==> src/rtl/param_filter_cache.sv <==
// Filter cache: fills NUM_VEC x VEC_LEN elements from single-port memory into registers,
// then streams element e of every vector in parallel on each enabled cycle.
module param_filter_cache #(
  parameter int DATA_W     = 16,
  parameter int NUM_VEC    = 4,
  parameter int VEC_LEN    = 16,
  parameter int ADDR_W     = 9,
  parameter int BASE_ADDR  = 0,
  parameter int VEC_STRIDE = 16
) (
  input  logic                       clock,
  input  logic                       clear,
  input  logic                       en,
  input  logic                       reload,
  input  logic [DATA_W-1:0]          vector_element,
  output logic [ADDR_W-1:0]          vector_memory_address,
  output logic                       memory_enable,
  output logic                       memory_write,
  output logic                       b_elements_ready,
  output logic [NUM_VEC*DATA_W-1:0]  b_elements,
  output logic [$clog2(VEC_LEN)-1:0] element_index,
  output logic                       last_element,
  output logic                       cached,
  output logic                       busy
);
  localparam int EW = $clog2(VEC_LEN);
  localparam int VW = (NUM_VEC > 1) ? $clog2(NUM_VEC) : 1;
  localparam logic [EW-1:0] E_LAST = EW'(VEC_LEN - 1);
  localparam logic [VW-1:0] V_LAST = VW'(NUM_VEC - 1);

  typedef enum logic [1:0] {
    IDLE   = 2'd0,
    FILL   = 2'd1,
    DRAIN  = 2'd2,
    STREAM = 2'd3
  } state_t;

  state_t            state;
  state_t            state_next;
  logic [VW-1:0]     vec_cnt;
  logic [EW-1:0]     elem_cnt;
  logic              pend;
  logic [VW-1:0]     pend_vec;
  logic [EW-1:0]     pend_elem;
  logic [DATA_W-1:0] cache [NUM_VEC][VEC_LEN];
  logic              fill_step;
  logic              fill_done;
  logic              stream_step;

  assign fill_step   = (state == FILL) && en;
  assign fill_done   = fill_step && (vec_cnt == V_LAST) && (elem_cnt == E_LAST);
  assign stream_step = (state == STREAM) && en;
  assign memory_write = 1'b0;

  always_ff @(posedge clock or posedge clear) begin
    if (clear) begin
      state <= IDLE;
    end else begin
      state <= state_next;
    end
  end

  // reload restarts the fill from any state
  always_comb begin
    state_next = state;
    case (state)
      IDLE:    if (reload) state_next = FILL;  else state_next = IDLE;
      FILL:    if (reload) state_next = FILL;  else if (fill_done) state_next = DRAIN; else state_next = FILL;
      DRAIN:   if (reload) state_next = FILL;  else state_next = STREAM;
      STREAM:  if (reload) state_next = FILL;  else state_next = STREAM;
      default: state_next = IDLE;
    endcase
  end

  always_comb begin
    memory_enable         = 1'b0;
    vector_memory_address = {ADDR_W{1'b0}};
    busy                  = 1'b0;
    if (state == FILL) begin
      memory_enable         = en;
      vector_memory_address = ADDR_W'(32'(BASE_ADDR) + 32'(vec_cnt) * 32'(VEC_STRIDE) + 32'(elem_cnt));
      busy                  = 1'b1;
    end else if (state == DRAIN) begin
      busy = 1'b1;
    end else begin
      busy = 1'b0;
    end
  end

  // A full fill leaves both counters wrapped to zero, so streaming starts at element 0
  always_ff @(posedge clock or posedge clear) begin
    if (clear) begin
      vec_cnt   <= {VW{1'b0}};
      elem_cnt  <= {EW{1'b0}};
      pend      <= 1'b0;
      pend_vec  <= {VW{1'b0}};
      pend_elem <= {EW{1'b0}};
    end else if (reload) begin
      vec_cnt  <= {VW{1'b0}};
      elem_cnt <= {EW{1'b0}};
      pend     <= 1'b0;
    end else begin
      pend      <= fill_step;
      pend_vec  <= vec_cnt;
      pend_elem <= elem_cnt;
      if (fill_step || stream_step) begin
        elem_cnt <= elem_cnt + EW'(1);
      end
      if (fill_step && (elem_cnt == E_LAST)) begin
        vec_cnt <= (vec_cnt == V_LAST) ? {VW{1'b0}} : vec_cnt + VW'(1);
      end
    end
  end

  always_ff @(posedge clock) begin
    if (pend && !reload) begin
      cache[pend_vec][pend_elem] <= vector_element;
    end
  end

  always_ff @(posedge clock or posedge clear) begin
    if (clear) begin
      b_elements_ready <= 1'b0;
      b_elements       <= {(NUM_VEC*DATA_W){1'b0}};
      element_index    <= {EW{1'b0}};
      last_element     <= 1'b0;
      cached           <= 1'b0;
    end else if (reload) begin
      b_elements_ready <= 1'b0;
      last_element     <= 1'b0;
      cached           <= 1'b0;
    end else begin
      if (stream_step) begin
        b_elements_ready <= 1'b1;
        element_index    <= elem_cnt;
        last_element     <= (elem_cnt == E_LAST);
        for (int v = 0; v < NUM_VEC; v++) begin
          b_elements[v*DATA_W +: DATA_W] <= cache[v][elem_cnt];
        end
      end else begin
        b_elements_ready <= 1'b0;
        last_element     <= 1'b0;
      end
      if (state == DRAIN) begin
        cached <= 1'b1;
      end else begin
        cached <= cached;
      end
    end
  end
endmodule
==> config.mk <==
export PLATFORM = sky130hd
export DESIGN_NAME = param_filter_cache
export DESIGN_NICKNAME = d
export VERILOG_FILES = /design/src/rtl/param_filter_cache.sv
export SDC_FILE = /design/constraint.sdc
export NUM_CORES = 1
export LEC_CHECK = 0
export ABC_AREA = 0
export CAP_MARGIN = 20
export CORE_MARGIN = 3
export CORE_UTILIZATION = 45
export CTS_BUF_LIST = sky130_fd_sc_hd__clkbuf_16
export DETAILED_ROUTE_END_ITERATION = 10
export SLEW_MARGIN = 20
export SYNTH_ARGS = -nofsm -noshare
export SYNTH_HDL_FRONTEND = slang
export SYNTH_SLANG_ARGS = --single-unit
==> constraint.sdc <==
create_clock -name clock -period 5.35 [get_ports clock]
set_input_delay 1.07 -clock clock [delete_from_list [all_inputs] [get_ports clock]]
set_output_delay 1.07 -clock clock [all_outputs]
set_load 0.005 [all_outputs]
## Yosys cells after proc, flatten, opt, wreduce, memory -nomap -nowiden

Memory sizes are Yosys's and may differ from the RTL's.
Cells that the tools add are included.

| word-level totals | value |
|---|---|
| bits in read-only memories | 0 |
| input bits | 20 |
| memories kept | 1 |
| logic and storage cells | 78 |
| bits in latches | 0 |
| RAM bits | 1024 |
| flip-flop bits (word level) | 86 |
| output and inout bits | 83 |

Memory list:

| memory | depth | width | read ports | clocked after Yosys merged registers in | write ports | line | source |
|---|---|---|---|---|---|---|---|
| cache | 4 | 256 | 4 | 0 | 1 | 45 | `logic [DATA_W-1:0] cache [NUM_VEC][VEC_LEN];` |

| cells by class | value |
|---|---|
| add/subtract/negate cells | 3 |
| equality and inequality tests | 5 |
| muxes and demuxes | 37 |
| bitwise gates (word level) | 3 |
| $lt $le $gt $ge | 3 |
| shift operators | 0 |
| $mul | 0 |
| reductions and logical operators | 15 |
| div/mod/pow operators | 0 |

Operators with widths:

| cell | count |
|---|---|
| $bmux W16 S4 | 4 |
| $mux W256 | 1 |
| $mux W16 | 9 |
| $demux W16 S4 | 1 |
| $mux W1 | 12 |
| $mux W2 | 6 |
| $ge A5 B5 Y1 const B | 2 |
| $not A4 Y5 | 2 |
| $mux W4 | 2 |
| $add A6 B4 Y7 | 1 |
| $logic_and A1 B1 Y1 | 7 |
| $mux W7 | 1 |
| $eq A2 B2 Y1 const B | 3 |
| $pmux W2 S3 | 1 |
| $reduce_bool A2 Y1 | 3 |
| $lt A5 B1 Y1 const B | 1 |
| $add A4 B1 Y4 const B | 1 |
| $eq A4 B4 Y1 const B | 1 |
| $add A2 B1 Y2 const B | 1 |
| $eq A2 B1 Y1 const B | 1 |
| $logic_not A2 Y1 | 1 |
| $reduce_and A2 Y1 | 1 |
| $reduce_or A2 Y1 | 1 |
| $logic_not A1 Y1 | 1 |
| 2 further kinds | 2 |

## Longest topological paths before layout

| logic depth | value |
|---|---|
| depth in word-level cells | 7 |
| depth in mapped cells | 8 |
| depth with buffers taken out | 6 |

## Least setup slack after synthesis

OpenSTA, ideal clock, no wires.

| path | value |
|---|---|
| kind | in2reg |
| start point | input port reload |
| end point | memory cache[0][192] (netlist name) (enable) |
| stages on the path | 4 |
| data required time | 4.962 ns |
| setup slack | 2.245 ns |
| path buffers | 1 |
| data arrival time | 2.716 ns |
| library setup time | 0.388 ns |
| cell sequence | clkbuf_1 nor4b_1 nand3_1 nor2_1 |

| between the ends | value |
|---|---|
| longest elaborated chain between the ends | 4 |

RTL lines:

| what | line | source |
|---|---|---|
| start: declaration | 14 | `input logic reload,` |
| $logic_not A1 Y1 | 116 | `if (pend && !reload) begin` |
| $logic_and A1 B1 Y1 | 116 |  |
| $mux W1 | 116 |  |
| $mux W256 (implied by the code) | 117 | `cache[pend_vec][pend_elem] <= vector_element;` |
| end: declaration | 45 |  |

Every way passes these cells.

## Worst setup path in the final report

| path | value |
|---|---|
| start point | input port reload |
| end point | memory cache[2][174] (netlist name) (enable) |

Same word-level chain as after synthesis.

==> reports/qor.yml <==
status:
  status: "finished clean"
grt:
  grt_max_degree: 120
  grt_overflow: 0
  grt_pass1_vias: 22221
  grt_pass1_wl_mm: 155
  antenna_found_initial: 3
  grt_usage_pct: 21.6
route:
  avgRoutedWirePerCell_um: 28.1
  finalWirelength_mm: 105
  drt-vias-per-instance: 5.79
  num_vias: 21718
  drcViolationCount: 0
  first_pass_iters: 8
  postRouteAntennaNets: 0
  drt_iter0_markers: 2513
sta:
  whs_ns: 0.496
  slew_headroom_pct: 30.5
  worst_clock_skew_ns: 0.0331
  setup_viol: 0
  rsz0062_at_grt: "no"
  post-route-period-util_pct: 64.0
  hold_viol_final: 0
  slew_violations: 0
  fin_tns_setup_ns: 0
  worstMarginPinSlew_ns: 1.04
  period_needed_ns: 3.43
  fmaxAchievable_mhz: 292
yosys:
  synth_cells: 2238
  syn_avg_cell_area_sq_um: 18.9
  synth_area_leader_cell: "edfxtp_1"
  synthArstFlopShare_pct: 7.75
  synth_top_area_share_pct: 72.6
  yosys_warnings: 0
  synth-seq-cells: 1110
  synth_cell_type_count: 38
  ys_seq_area_share_pct: 77.6
  synthFlopType: "edfxtp_1"
  synth_enable_flop_cells: 1024
  synth_area_leaders: "edfxtp_1 73%, mux4_2 6.9%, mux2i_1 6.0%"
  synth_area_sq_um: 42400
critical_path:
  cp-start-kind: "input pin"
  endpoint_kind: "flop"
  crit_arrival_ns: 3.70
  r2r_slack_ns: 2.35
  critical_path_class: "in -> reg"
  crit_required_ns: 5.63
  r2r_cells: 4
  cp_max_fo: 16
placement:
  dpl_cell_area_sq_um: 45100
  dp.final_hpwl_mm: 58.2
  io_buffer_count: 98
  dp.cells: 3543
  gp_congestion: 0.764
min_path:
  holdPathStages: 2
  min_path_type: "reg -> reg"
die:
  dieArea_sq_um: 97900
  io_pins: 103
  rows: 111
  die_h_um: 313
  core_area_sq_um: 92500
  initial_core_util_pct: 45.8
  die_w_um: 313
flow_run:
  cap_violations: 0
clock_tree:
  postCtsHoldBufs: 0
  cts_tree: "yes"
  clk_path_buf_depth: 3
  insertion_delay_ns: 0.68
  cts_setup_buffers: 0
  root_buffer: "clkbuf_16"
  cts_sinks: 1110
  clk_pin_slew_ns: 0.06
  htreeDepth: 3
  ctsResizeCount: 0
  numCtsBuffers: 110
cells_and_area:
  syn2layout_area_growth_pct: 14.9
  post-route-util_pct: 52.6
  drive_gt1_share_pct: 17.4
  nets: 2438
  final_cell_count_no_fill: 3753
  final_cell_area_sq_um: 48700
power:
  power_density_nw_per_um2: 396
  ir_drop_mv: 0.319
  p_leak_nw: 15.3
cell usage after synthesis (6+ instances only):
cell,instances
a21oi_1,41
a22oi_1,126
a31oi_1,64
and2_1,8
buf_2,56
buf_4,18
buf_6,6
clkbuf_1,51
dfrtp_1,86
edfxtp_1,1024
ha_1,6
mux2_2,6
mux2i_1,255
mux4_2,130
nand2_1,135
nand3_1,6
nand4_1,43
nor2_1,141
nor2b_1,6
layout make-up:
class / instances / area, sq um
Clock buffer: 114 / 2850
Tap cell: 1243 / 1560
Clock inverter: 95 / 764
Timing Repair Buffer: 194 / 1740
Inverter: 5 / 23.8
Multi-Input combinational cell: 991 / 8840
Antenna cell: 1 / 2.50
Fill cell: 7388 / 43800
Sequential cell: 1110 / 32900
final timing paths:
kind / startpoint / end
hold reg to reg: element_index[0] / element_index[0]
max in group asynchronous: clear / b_elements[57]
min in group asynchronous: clear / element_index[1]
setup / recovery: reload / cache[2][174]
setup reg to reg: elem_cnt[0] / b_elements[15]
hold / removal: element_index[0] / element_index[0]
layout by cell type (no fill, tap or decap), drive strengths merged:
cell type and instances:
nor2 143, and2 8, a31oi 64, mux4 130, nor3 1, edfxtp 1024
nor4bb 1, clkinv 51, dfrtp 86, nand3b 1, and4bb 1, nor4b 1
xor2 2, conb 4, and4b 1, a22oi 126, or2 1, a211oi 1
mux2i 255, bufinv 12, xnor2 2, mux2 6, clkdlybuf4s50 82, a21oi 41
o21a 1, diode 1, buf 112, nand2b 3, clkbuf 114, nand4 43
clkinvlp 8, inv 29, nand2 135, a2bb2oi 1, nor2b 6, ha 6
nand3 6, a211o 1
logic make-up after synthesis:
logic type / share of synthesized area [%]
flops: 77.6
simple gates: 3.57
compound gates: 3.74
fa+ha+maj: 0.177
buf+inv: 1.68
mux: 13.1
xor+xnor: 0.0827
other cells: 0.00885
power breakdown:
group	internal (mW)	total, mW	switching [mW]
sequential	9.54	9.67	0.123
clock	4.43	7.62	3.19
combinational	0.892	1.99	1.10
critical path, cell delays in order:
cell and delay (ns):
clkdlybuf4s50_1 0.67, nor4bb_1 0.71, nand2_1 0.39, nor2_2 0.84
per-layer routing:
metal	part of all wire, %	vias to the layer above	GRT usage, %
met5	0	-	0
met4	1.6	0	4.81
met3	6.5	128	3.67
met2	49	759	35.6
met1	43	11536	30.3
li1	-	9295	-
sequential cells by signal, summed over array words and instances (netlist names):
signal and cells:
elem_cnt 4, last_element 1, b_elements_ready 1, pend 1, element_index 4, state 2, vec_cnt 2, b_elements 64
cached 1, pend_vec 2, pend_elem 4, cache 1024
per-stage QoR:
step | power, mW | setup WS, ns
6_report | 19.3 | 1.92
5_1_grt | 19.9 | 1.72
4_1_cts | 19.4 | 1.82
3_5_place_dp | 11.9 | 1.31
3_3_place_gp | 11.8 | 1.44
2_1_floorplan | 11.1 | 2.06
Power figures use the tool's default switching activity.
